--- src/rtl/vec_pipe_reg_skid_if.sv ---
// Handshake bundle for vec_pipe_reg_skid: upstream in_* beat and downstream out_* beat.
// The pipeline register is the slave; whatever feeds and drains it uses master.
interface vec_pipe_reg_skid_if #(
  parameter int LANE_W = 8,
  parameter int LANES  = 4
);
  logic                      in_valid;
  logic                      in_ready;
  logic [LANES*LANE_W-1:0]   in_data;
  logic [LANES-1:0]          in_lane_en;
  logic                      out_valid;
  logic                      out_ready;
  logic [LANES*LANE_W-1:0]   out_data;
  logic [LANES-1:0]          out_lane_en;

  modport master (
    output in_valid, in_data, in_lane_en, out_ready,
    input  in_ready, out_valid, out_data, out_lane_en
  );

  modport slave (
    input  in_valid, in_data, in_lane_en, out_ready,
    output in_ready, out_valid, out_data, out_lane_en
  );
endinterface

--- src/rtl/vec_pipe_reg_skid.sv ---
// Multi-lane pipeline register with a 2-entry skid buffer, lane masking and flush.
// Define VEC_PIPE_STALL_CNT_EN to add the saturating stall_cnt output.
module vec_pipe_reg_skid #(
  parameter int LANE_W = 8,
  parameter int LANES  = 4
) (
  input  logic               clk,
  input  logic               reset,
  input  logic               flush,
  vec_pipe_reg_skid_if.slave bus
`ifdef VEC_PIPE_STALL_CNT_EN
  ,
  output logic [15:0]        stall_cnt
`endif
);
  localparam int W = LANES * LANE_W;

  // Encoding is {skid_v, main_v}
  typedef enum logic [1:0] {
    EMPTY = 2'b00,
    ONE   = 2'b01,
    FULL  = 2'b11
  } state_t;

  state_t           state_reg;
  logic [W-1:0]     main_data_reg;
  logic [W-1:0]     skid_data_reg;
  logic [LANES-1:0] main_en_reg;
  logic [LANES-1:0] skid_en_reg;
  logic             in_ready_reg;
  logic [W-1:0]     in_masked;
  logic             main_v;
  logic             acc;
  logic             pop;

  genvar gi;
  generate
    for (gi = 0; gi < LANES; gi = gi + 1) begin : g_lane_mask
      assign in_masked[gi*LANE_W +: LANE_W] =
        bus.in_lane_en[gi] ? bus.in_data[gi*LANE_W +: LANE_W] : {LANE_W{1'b0}};
    end
  endgenerate

  assign main_v = (state_reg != EMPTY);
  assign acc    = bus.in_valid & in_ready_reg;
  assign pop    = main_v & bus.out_ready;

  // in_ready is recomputed from the next state so it never depends on out_ready combinationally
  always_ff @(negedge clk) begin
    if (!reset) begin
      state_reg     <= EMPTY;
      in_ready_reg  <= 1'b0;
      main_data_reg <= '0;
      main_en_reg   <= '0;
      skid_data_reg <= '0;
      skid_en_reg   <= '0;
    end else if (flush) begin
      state_reg     <= EMPTY;
      in_ready_reg  <= 1'b1;
      main_data_reg <= '0;
      main_en_reg   <= '0;
      skid_data_reg <= '0;
      skid_en_reg   <= '0;
    end else begin
      case (state_reg)
        EMPTY: begin
          in_ready_reg <= 1'b1;
          if (acc) begin
            state_reg     <= ONE;
            main_data_reg <= in_masked;
            main_en_reg   <= bus.in_lane_en;
          end
        end
        ONE: begin
          in_ready_reg <= 1'b1;
          if (acc && pop) begin
            main_data_reg <= in_masked;
            main_en_reg   <= bus.in_lane_en;
          end else if (acc) begin
            state_reg     <= FULL;
            in_ready_reg  <= 1'b0;
            skid_data_reg <= in_masked;
            skid_en_reg   <= bus.in_lane_en;
          end else if (pop) begin
            state_reg <= EMPTY;
          end
        end
        FULL: begin
          in_ready_reg <= pop;
          if (pop) begin
            state_reg     <= ONE;
            main_data_reg <= skid_data_reg;
            main_en_reg   <= skid_en_reg;
          end
        end
        default: begin
          state_reg    <= EMPTY;
          in_ready_reg <= 1'b1;
        end
      endcase
    end
  end

  assign bus.in_ready    = in_ready_reg;
  assign bus.out_valid   = main_v;
  assign bus.out_data    = main_data_reg;
  assign bus.out_lane_en = main_en_reg;

`ifdef VEC_PIPE_STALL_CNT_EN
  logic [15:0] stall_cnt_reg;

  always_ff @(negedge clk) begin
    if (!reset || flush) begin
      stall_cnt_reg <= '0;
    end else if (main_v && !bus.out_ready && (stall_cnt_reg != 16'hFFFF)) begin
      stall_cnt_reg <= stall_cnt_reg + 16'd1;
    end
  end

  assign stall_cnt = stall_cnt_reg;
`endif
endmodule

--- src/flat_wrapper.sv ---
// flat-port wrapper written by rule: the top's interface ports become plain ports
module vec_pipe_reg_skid_flat 
#(
  parameter int LANE_W = 8,
  parameter int LANES  = 4
)
  (clk, reset, flush, bus_in_valid, bus_in_data, bus_in_lane_en, bus_out_ready, bus_in_ready, bus_out_valid, bus_out_data, bus_out_lane_en);
  vec_pipe_reg_skid_if #(.LANE_W(LANE_W), .LANES(LANES)) bus_i ();
  input  logic clk;
  input  logic reset;
  input  logic flush;
  input wire logic [$bits(bus_i.in_valid)-1:0] bus_in_valid;
  input wire logic [$bits(bus_i.in_data)-1:0] bus_in_data;
  input wire logic [$bits(bus_i.in_lane_en)-1:0] bus_in_lane_en;
  input wire logic [$bits(bus_i.out_ready)-1:0] bus_out_ready;
  output wire logic [$bits(bus_i.in_ready)-1:0] bus_in_ready;
  output wire logic [$bits(bus_i.out_valid)-1:0] bus_out_valid;
  output wire logic [$bits(bus_i.out_data)-1:0] bus_out_data;
  output wire logic [$bits(bus_i.out_lane_en)-1:0] bus_out_lane_en;
  assign bus_i.in_valid = bus_in_valid;
  assign bus_i.in_data = bus_in_data;
  assign bus_i.in_lane_en = bus_in_lane_en;
  assign bus_i.out_ready = bus_out_ready;
  assign bus_in_ready = bus_i.in_ready;
  assign bus_out_valid = bus_i.out_valid;
  assign bus_out_data = bus_i.out_data;
  assign bus_out_lane_en = bus_i.out_lane_en;
  vec_pipe_reg_skid #(.LANE_W(LANE_W), .LANES(LANES)) u_core (.clk(clk), .reset(reset), .flush(flush), .bus(bus_i));
endmodule
--- config.mk ---
export PLATFORM = sky130hd
export DESIGN_NAME = vec_pipe_reg_skid_flat
export DESIGN_NICKNAME = d
export VERILOG_FILES = /design/src/rtl/vec_pipe_reg_skid_if.sv /design/src/rtl/vec_pipe_reg_skid.sv /design/src/flat_wrapper.sv
export SDC_FILE = /design/constraint.sdc
export NUM_CORES = 1
export LEC_CHECK = 0
export BUFFER_PORTS_ARGS = -buffer_cell sky130_fd_sc_hd__clkbuf_2
export CORE_MARGIN = 10
export CORE_UTILIZATION = 52
export CTS_BUF_LIST = sky130_fd_sc_hd__clkbuf_8
export DETAILED_ROUTE_END_ITERATION = 7
export PLACE_DENSITY = 0.78
export SLEW_MARGIN = 40
export SYNTH_ARGS = -nofsm -noshare
export SYNTH_HDL_FRONTEND = slang
export SYNTH_SLANG_ARGS = --single-unit
--- constraint.sdc ---
create_clock -name clk -period 3.05 [get_ports clk]
set_clock_uncertainty 0.15 [all_clocks]
set_input_delay 0.4575 -clock clk [delete_from_list [all_inputs] [get_ports clk]]
set_output_delay 0.4575 -clock clk [all_outputs]
set_load 0.02 [all_outputs]
# ---- After elaboration in Yosys (flattened, before gate mapping)
# Cells that the tools add are included.
dict set report classes {
  n_addsub 0
  magnitude_cmp 0
  div 0
  n_eq_ne 7
  reduce_logical 8
  bitwise_logic 4
  muxes 22
  mul 0
  shifts 0
}
# cell n
set ops {}
lappend ops {{$mux W32} 3}
lappend ops {{$pmux W32 S3} 1}
lappend ops {{$mux W8} 4}
lappend ops {{$mux W4} 3}
lappend ops {{$pmux W4 S3} 1}
lappend ops {{$mux W2} 5}
lappend ops {{$reduce_and A4 Y1} 2}
lappend ops {{$ne A2 B1 Y1 const B} 3}
lappend ops {{$pmux W2 S3} 1}
lappend ops {{$mux W1} 3}
lappend ops {{$ne A3 B1 Y1 const B} 1}
lappend ops {{$reduce_and A3 Y1} 1}
lappend ops {{$reduce_bool A3 Y1} 1}
lappend ops {{$and A1 B1 Y1} 2}
lappend ops {{$eq A2 B1 Y1 const B} 1}
lappend ops {{$eq A2 B2 Y1 const B} 1}
lappend ops {{$logic_not A2 Y1} 1}
lappend ops {{$ne A2 B2 Y1 const B} 1}
lappend ops {{$not A1 Y1} 2}
lappend ops {{$pmux W1 S2} 1}
lappend ops {{$reduce_bool A2 Y1} 1}
lappend ops {{$reduce_or A2 Y1} 1}
lappend ops {{$logic_and A1 B1 Y1} 1}
dict set report word_totals {
  romBits 0
  wordCells 47
  output_inout_bits 38
  ram_bits 0
  in_bits 41
  latchBits 0
  mem_count 0
  reg_bits 75
}

# ---- Longest topological paths before layout
# Gate-level depths: netlist (run 1).
dict set report depth {
  depth_word 6
  mapped_depth 9
  mapped_depth_nobuf 6
}

==> results of run 1 <==
through the flow:
step / hold WS [ns] / area (sq um) / power (mW) / setup TNS, ns / setup slack [ns]
floorplan: 0.2838 / 3485 / 1.396 / -11.26 / -0.3439
global placement: 0.2904 / 3940 / 1.502 / -20.48 / -0.5191
detailed placement: 0.2978 / 3941 / 1.508 / -23.43 / -0.6123
CTS: 0.3183 / 4750 / 2.592 / -2.296 / -0.1684
global route: 0.3666 / 6020 / 3.190 / -8.577 / -0.3267
finish: 0.3459 / 6020 / 3.122 / -7.229 / -0.3427
layer usage:
layer / vias to the layer above / GRT usage [%]
met1: 2268 / 21.46
met3: 196 / 9.328
met4: 0 / 9.968
li1: 1907 / -
met5: - / 0
met2: 564 / 33.25
Yosys cell counts (2+ instances only):
| library cell | number | area (sq um) |
|---|---|---|
| buf_1 | 2 | 7.510 |
| a2111oi_0 | 26 | 227.7 |
| nand3_1 | 35 | 175.2 |
| clkbuf_1 | 33 | 123.9 |
| buf_6 | 3 | 33.78 |
| a21oi_1 | 73 | 365.4 |
| mux2i_1 | 2 | 20.02 |
| nor2b_1 | 5 | 31.28 |
| inv_1 | 4 | 15.01 |
| buf_2 | 4 | 20.02 |
| a2111oi_1 | 6 | 60.06 |
| nor2_1 | 34 | 127.6 |
| ha_1 | 5 | 62.56 |
| nor3_1 | 35 | 175.2 |
| a2111oi_2 | 3 | 45.04 |
| clkbuf_2 | 3 | 15.01 |
| nand2_1 | 76 | 285.3 |
| dfxtp_1 | 75 | 1501 |
| nand2b_1 | 2 | 12.51 |
| o21ai_0 | 3 | 15.01 |
| a21boi_0 | 2 | 15.01 |
critical path: cells and delay by family:
kind | cells | cell delay [ns]
compound gates | 2 | 0.84
buf+inv | 3 | 0.41
simple gates | 2 | 0.27
cells by family after synthesis:
logic type | after synthesis
adders and majority gates | 5
AOI/OAI and AO/OA | 117
buffers and inverters | 50
and+or+nand+nor | 191
DFF | 75
muxes | 3
cell usage in the layout (no fill, tap or decap), types with 2 or more instances in the layout:
cell type and count:
nor3_1 18, a21oi_4 7, nand3_1 34, buf_12 10, ha_4 2, clkbuf_2 40, buf_8 5, clkbuf_8 11
nor3_2 17, nand2_1 76, nor2b_1 5, a21oi_1 48, buf_4 40, dfxtp_1 53, a2111oi_4 35, a21oi_2 18
inv_4 3, dfxtp_4 3, o21ai_0 3, mux2i_1 2, a21boi_0 2, inv_2 3, nor2_1 33, inv_1 76
clkbuf_16 6, buf_6 27, ha_1 3, dfxtp_2 19
layout make-up:
cell class / count / area [sq um]
Fill cell: 193 / 366.6
Timing Repair Buffer: 131 / 1262
Sequential cell: 75 / 1536
Tap cell: 77 / 96.34
Inverter: 4 / 16.27
Clock inverter: 82 / 354.1
Clock buffer: 9 / 123.9
Multi-Input combinational cell: 316 / 2630
final timing paths:
kind	start	endpoint	slack, ns
worst min-delay path	u_core.bus.out_data[10]$_SDFFE_NP0P_	u_core.bus.out_data[10]$_SDFFE_NP0P_	0.35
worst min register to register	u_core.bus.out_data[10]$_SDFFE_NP0P_	u_core.bus.out_data[10]$_SDFFE_NP0P_	0.35
worst max-delay path	bus_out_ready	u_core.bus.out_data[17]$_SDFFE_NP0P_	-0.34
worst max register to register	u_core.state_reg[0]$_SDFFE_NP0P_	u_core.bus.out_data[17]$_SDFFE_NP0P_	-0.01
repair_timing:
item,CTS,global route
setup buffers,4,21
resized for setup,82,197
cloned,0,10
pin swaps,1,87
endpoints found under the setup margin,43,69
report_power, final:
part | total [mW] | switching [mW] | internal, mW
registers | 1.04 | 0.0264 | 1.01
clock network | 1.41 | 0.896 | 0.519
logic | 0.670 | 0.354 | 0.316
==> impl_metrics.yaml, run 1 <==
cts:
  root_buffer: "clkbuf_8"
  cts_tree: "built"
  clk_latency_ns: 0.46
  cts_buffers: 9
  cts_sinks: 75
  cts_hold_buffers: 0
  cts.reportedPaths.clkPinSlew_ns: 0.04
  h-tree-depth: 3
  clockBufferDepth: 2
synthesis:
  synth_top_family_by_area: "simple AND/OR/NAND/NOR gates"
  netlist-cell-type-count: 31
  muxShareOfSynthArea_pct: 0.9141
  synth_edf_count: 0
  yosys.area_share.simple_pct: 24.46
  seq_area_frac_synth_pct: 43.88
  avgSynthCellArea_sq_um: 7.760
  synth-xor-area-share_pct: 0
  synthCells: 441
  syn_nets: 487
  syn-cell-area_sq_um: 3422
  yosys_warnings: 0
  ys_ff_latch: 75
  async_reset_ff_share_pct: 0
  synth_compound_area_share_pct: 22.52
  synth_flop_cell: "dfxtp_1"
  synth_adder_area_share_pct: 1.828
placement:
  gp_congestion: 0.8255
  dp.cells: 570
  io_buffers: 78
  dp_hpwl_mm: 5.965
timing:
  rsz0062_at_grt: "yes"
  finalHoldViolCount: 0
  finalSetupViolCount: 59
  relSlewSlack_pct: 26.82
  fin_ws_ns: -0.3427
  worst_pin_slew_ns: 1.098
  slew_viol_final: 0
grt:
  grtUsageTotal_pct: 20.23
  grt-ovfl-total: 0
  grt_max_degree: 45
  antenna_found_initial: 0
  grt_pass1_vias: 3974
  grt_pass1_wl_mm: 17.37
floorplan:
  fp.dieArea_sq_um: 10230
  die_w_microns: 101.1
  core_sq_um: 6386
  start_util_pct: 53.59
  die_h_microns: 101.1
  row_count: 29
  io_pins: 79
layout:
  final_layout_size_suffix_gt1_share_pct: 41.98
  final_util_pct: 94.26
  nets: 658
  diodes: 0
  area_growth_pct: 75.90
  fin_cells: 694
routing:
  dr_wl_met3_mm: 2.569
  wl_met1_mm: 6.293
  via_per_inst: 7.111
  drt_iter0_markers: 734
  num_vias: 4935
  dr.pass1.iters: 5
  dr_wl_met2_mm: 9.028
  routed_wl_mm: 19.60
  wire_per_inst_microns: 28.25
  antenna_left: 0
  routed.top_layer: "met4"
  drc: 0
setup_path:
  end_kind: "flop"
  slowest_delay_ns: 0.56
  critPathMaxFanout: 8
  critPathRequiredTime_ns: 1.64
  r2r_cells: 7
  path_class: "in2reg"
  crit_slowest_cell: "a221o_4"
  cp_data_arrival_time_ns: 1.98
  crit_chain: "buf_8 > nand4b_1 > a221o_4 > clkbuf_16 > buf_6 > a2111oi_4 > nor3_1"
  crit_path_start_kind: "input port"
hold_path:
  min_path_type: "reg2reg"
  hold_depth: 2
pwr:
  leakagePower_nw: 2.483
  pwr_density_cell_nw_per_um2: 518.6
  irDropWorstVdd_uv: 460.0
run_status:
  outcome: "finished, violations left"
  violations: "negative setup slack"
run:
  maxCapViolations: 0
Note: power is estimated with default switching activity, not from simulation.
==> run 2, diff against run 1 <==
--- a/config.mk
+++ b/config.mk
@@ -5,6 +5,7 @@
 export SDC_FILE = /design/constraint.sdc
 export NUM_CORES = 1
 export LEC_CHECK = 0
+export ABC_AREA = 1
 export BUFFER_PORTS_ARGS = -buffer_cell sky130_fd_sc_hd__clkbuf_2
 export CORE_MARGIN = 10
 export CORE_UTILIZATION = 52
==> run 2 against run 1 <==
Effect of this change:
- the flow still finishes with violations (negative setup slack)
- core utilization shrank 22 points
- die area grew 2.0%
- wire length shrank 50%
- first-iteration DRC count shrank 73%
- worst setup slack gained 0.18 ns
- area after synthesis grew 2.4%
- final cell count grew 7.2%
- critical path depth shrank 3
- sequential cell count is the same
- worst hold slack lost 0.041 ns
- final area shrank 22%
- sequential power is essentially flat
==> impl_metrics.yaml, run 2 <==
synthesis:
  seq_area_frac_synth_pct: 42.83
  synth_edf_count: 0
  synth_flop_cell: "dfxtp_1"
  synth_top_area_share_pct: 42.83
  syn-cell-area_sq_um: 3506
  ys_ff_latch: 75
  synth.largest_area_cell: "dfxtp_1"
  yosys_warnings: 0
  yosys-top-cells-count: "nand2_1 (135), nor2_1 (84), dfxtp_1 (75), o21ai_0 (61), nand3_1 (42)"
  avgSynthCellArea_sq_um: 6.942
  netlist-cell-type-count: 27
  syn_nets: 551
  synth_area_leaders: "dfxtp_1 (43%), nand2_1 (14%), nor2_1 (9.0%)"
  yosysMostFrequentCell: "nand2_1"
  async_reset_ff_share_pct: 0
  synthCells: 505
floorplan:
  fp.dieArea_sq_um: 10430
  row_count: 29
  core_sq_um: 6459
  start_util_pct: 54.28
  die_h_microns: 102.1
  die_w_microns: 102.1
  io_pins: 79
run_status:
  outcome: "finished, violations left"
  violations: "negative setup slack"
pwr:
  pwr_density_cell_nw_per_um2: 555.8
  leakagePower_nw: 2.529
  irDropWorstVdd_uv: 337.1
cts:
  clk_latency_ns: 0.40
  h-tree-depth: 3
  clockBufferDepth: 2
  root_buffer: "clkbuf_8"
  cts_buffers: 9
  cts.reportedPaths.clkPinSlew_ns: 0.04
  cts_sinks: 75
  cts_tree: "built"
routing:
  dr.pass1.iters: 4
  routed_wl_mm: 9.736
  via_per_inst: 5.077
  num_vias: 3777
  antenna_left: 0
  drt_iter0_markers: 200
  drc: 0
  wire_per_inst_microns: 13.09
placement:
  dp_hpwl_mm: 6.403
  io_buffers: 78
  gp_congestion: 0.8767
  dp.cells: 651
layout:
  final_layout_size_suffix_gt1_share_pct: 21.59
  layout_commonest_cell: "nand2_1"
  final_cell_mix: "nand2_1 (135), inv_1 (85), nor2_1 (84)"
  fin_cells: 744
  diodes: 0
  nets: 709
  area_growth_pct: 33.90
grt:
  grt-ovfl-total: 0
  grt_max_degree: 41
  grt_pass1_wl_mm: 15.86
  antenna_found_initial: 0
  grtUsageTotal_pct: 18.40
  grt_pass1_vias: 3797
hold_path:
  min_path_type: "reg2reg"
  min_from: "u_core.skid_en_reg[2]$_SDFFE_NP0P_"
timing:
  slew_viol_final: 0
  finalSetupViolCount: 1
  worst_pin_slew_ns: 0.5257
  setup_tns_ns: -0.1670
  fin_ws_ns: -0.1670
  relSlewSlack_pct: 64.90
  finalHoldViolCount: 0
  rsz0062_at_grt: "yes"
setup_path:
  crit_path_start_kind: "flop"
  critPathMaxFanout: 2
  reg2reg_from: "u_core.state_reg[1]$_SDFFE_NP0P_"
  critPathLaunch: "u_core.state_reg[1]$_SDFFE_NP0P_"
  cp_data_arrival_time_ns: 2.61
  path_class: "reg2out"
  end_kind: "output pin"
  critPathRequiredTime_ns: 2.44
run:
  maxCapViolations: 0
-- run 2: cell types whose count changed after synthesis, sizes merged, moves of 14 or more --
| cell | delta |
|---|---|
| a2111oi | -35 |
| a21oi | -55 |
| and2 | +14 |
| clkbuf | -19 |
| nand2 | +61 |
| nor2 | +55 |
| nor3 | -34 |
| o21ai | +62 |
-- run 2: layout make-up --
class | count | area (sq um)
well taps | 77 | 96.34
inverters | 15 | 58.81
repair buffers | 107 | 802.0
clock buffers | 9 | 123.9
flip-flops and latches | 75 | 1510
multi-input cells | 380 | 1784
fillers | 541 | 1764
clock inverters | 81 | 319.1
-- run 2: cells by family (layout without fill, tap and decap cells) --
family | after synthesis | count (layout) | synth area share (%)
DFF | 75 | 75 | 42.83
adders and majority gates | 5 | 5 | 1.784
AOI/OAI and AO/OA | 90 | 90 | 13.49
buffers and inverters | 50 | 212 | 6.781
and+or+nand+nor | 285 | 285 | 35.12
-- run 2: stage by stage --
step | utilization (%) | total power, mW | cell area (sq um) | hold WS, ns | setup slack, ns
floorplan | - | 1.517 | 3506 | 0.2800 | 0.01635
global placement | 63.60 | 1.669 | 4108 | 0.2870 | -0.1164
detailed placement | 63.60 | 1.677 | 4108 | 0.3014 | -0.1485
CTS | 71.77 | 2.626 | 4636 | 0.3063 | -0.1925
global route | 72.69 | 2.796 | 4695 | 0.3441 | -0.2007
finish | 72.69 | 2.609 | 4695 | 0.3053 | -0.1670
-- run 2: report_power, final --
| group | internal, mW | leakage [nW] | switching [mW] |
|---|---|---|---|
| clock network | 0.420 | 0.492 | 0.640 |
| logic | 0.207 | 1.43 | 0.294 |
| registers | 1.03 | 0.611 | 0.0206 |
| total | 1.65 | 2.53 | 0.955 |
-- run 2: path summary, 6_finish.rpt --
kind	endpoint	slack, ns	depth (start not counted)
setup / recovery	bus_out_valid	-0.17	4
hold / removal	u_core.skid_en_reg[2]$_SDFFE_NP0P_	0.31	2
setup reg to reg	u_core.skid_data_reg[4]$_SDFFE_NP0P_	0.96	9
hold reg to reg	u_core.skid_en_reg[2]$_SDFFE_NP0P_	0.31	2
-- run 2: worst max-delay path: stages (launching register included) --
cell and delay (ns):
dfxtp_2 0.31, inv_2 0.08, ha_4 0.15, inv_4 0.04, buf_8 0.12
-- run 2: metal layers --
metal	GRT usage, %	vias to the layer above	share of wire, %
li1	-	1928	-
met1	20.38	1727	43
met2	29.48	112	48
met3	8.232	10	7.9
met4	9.219	0	1.0
met5	0	-	0
-- run 2: timing repair --
item | CTS | global route
setup buffers | 2 | 2
cloned | 0 | 0
hold buffers | 0 | 0
pin swaps | 0 | 1
gates resized for setup | 23 | 42
endpoints found under the hold margin | 0 | 0
setup endpoints to repair | 7 | 26
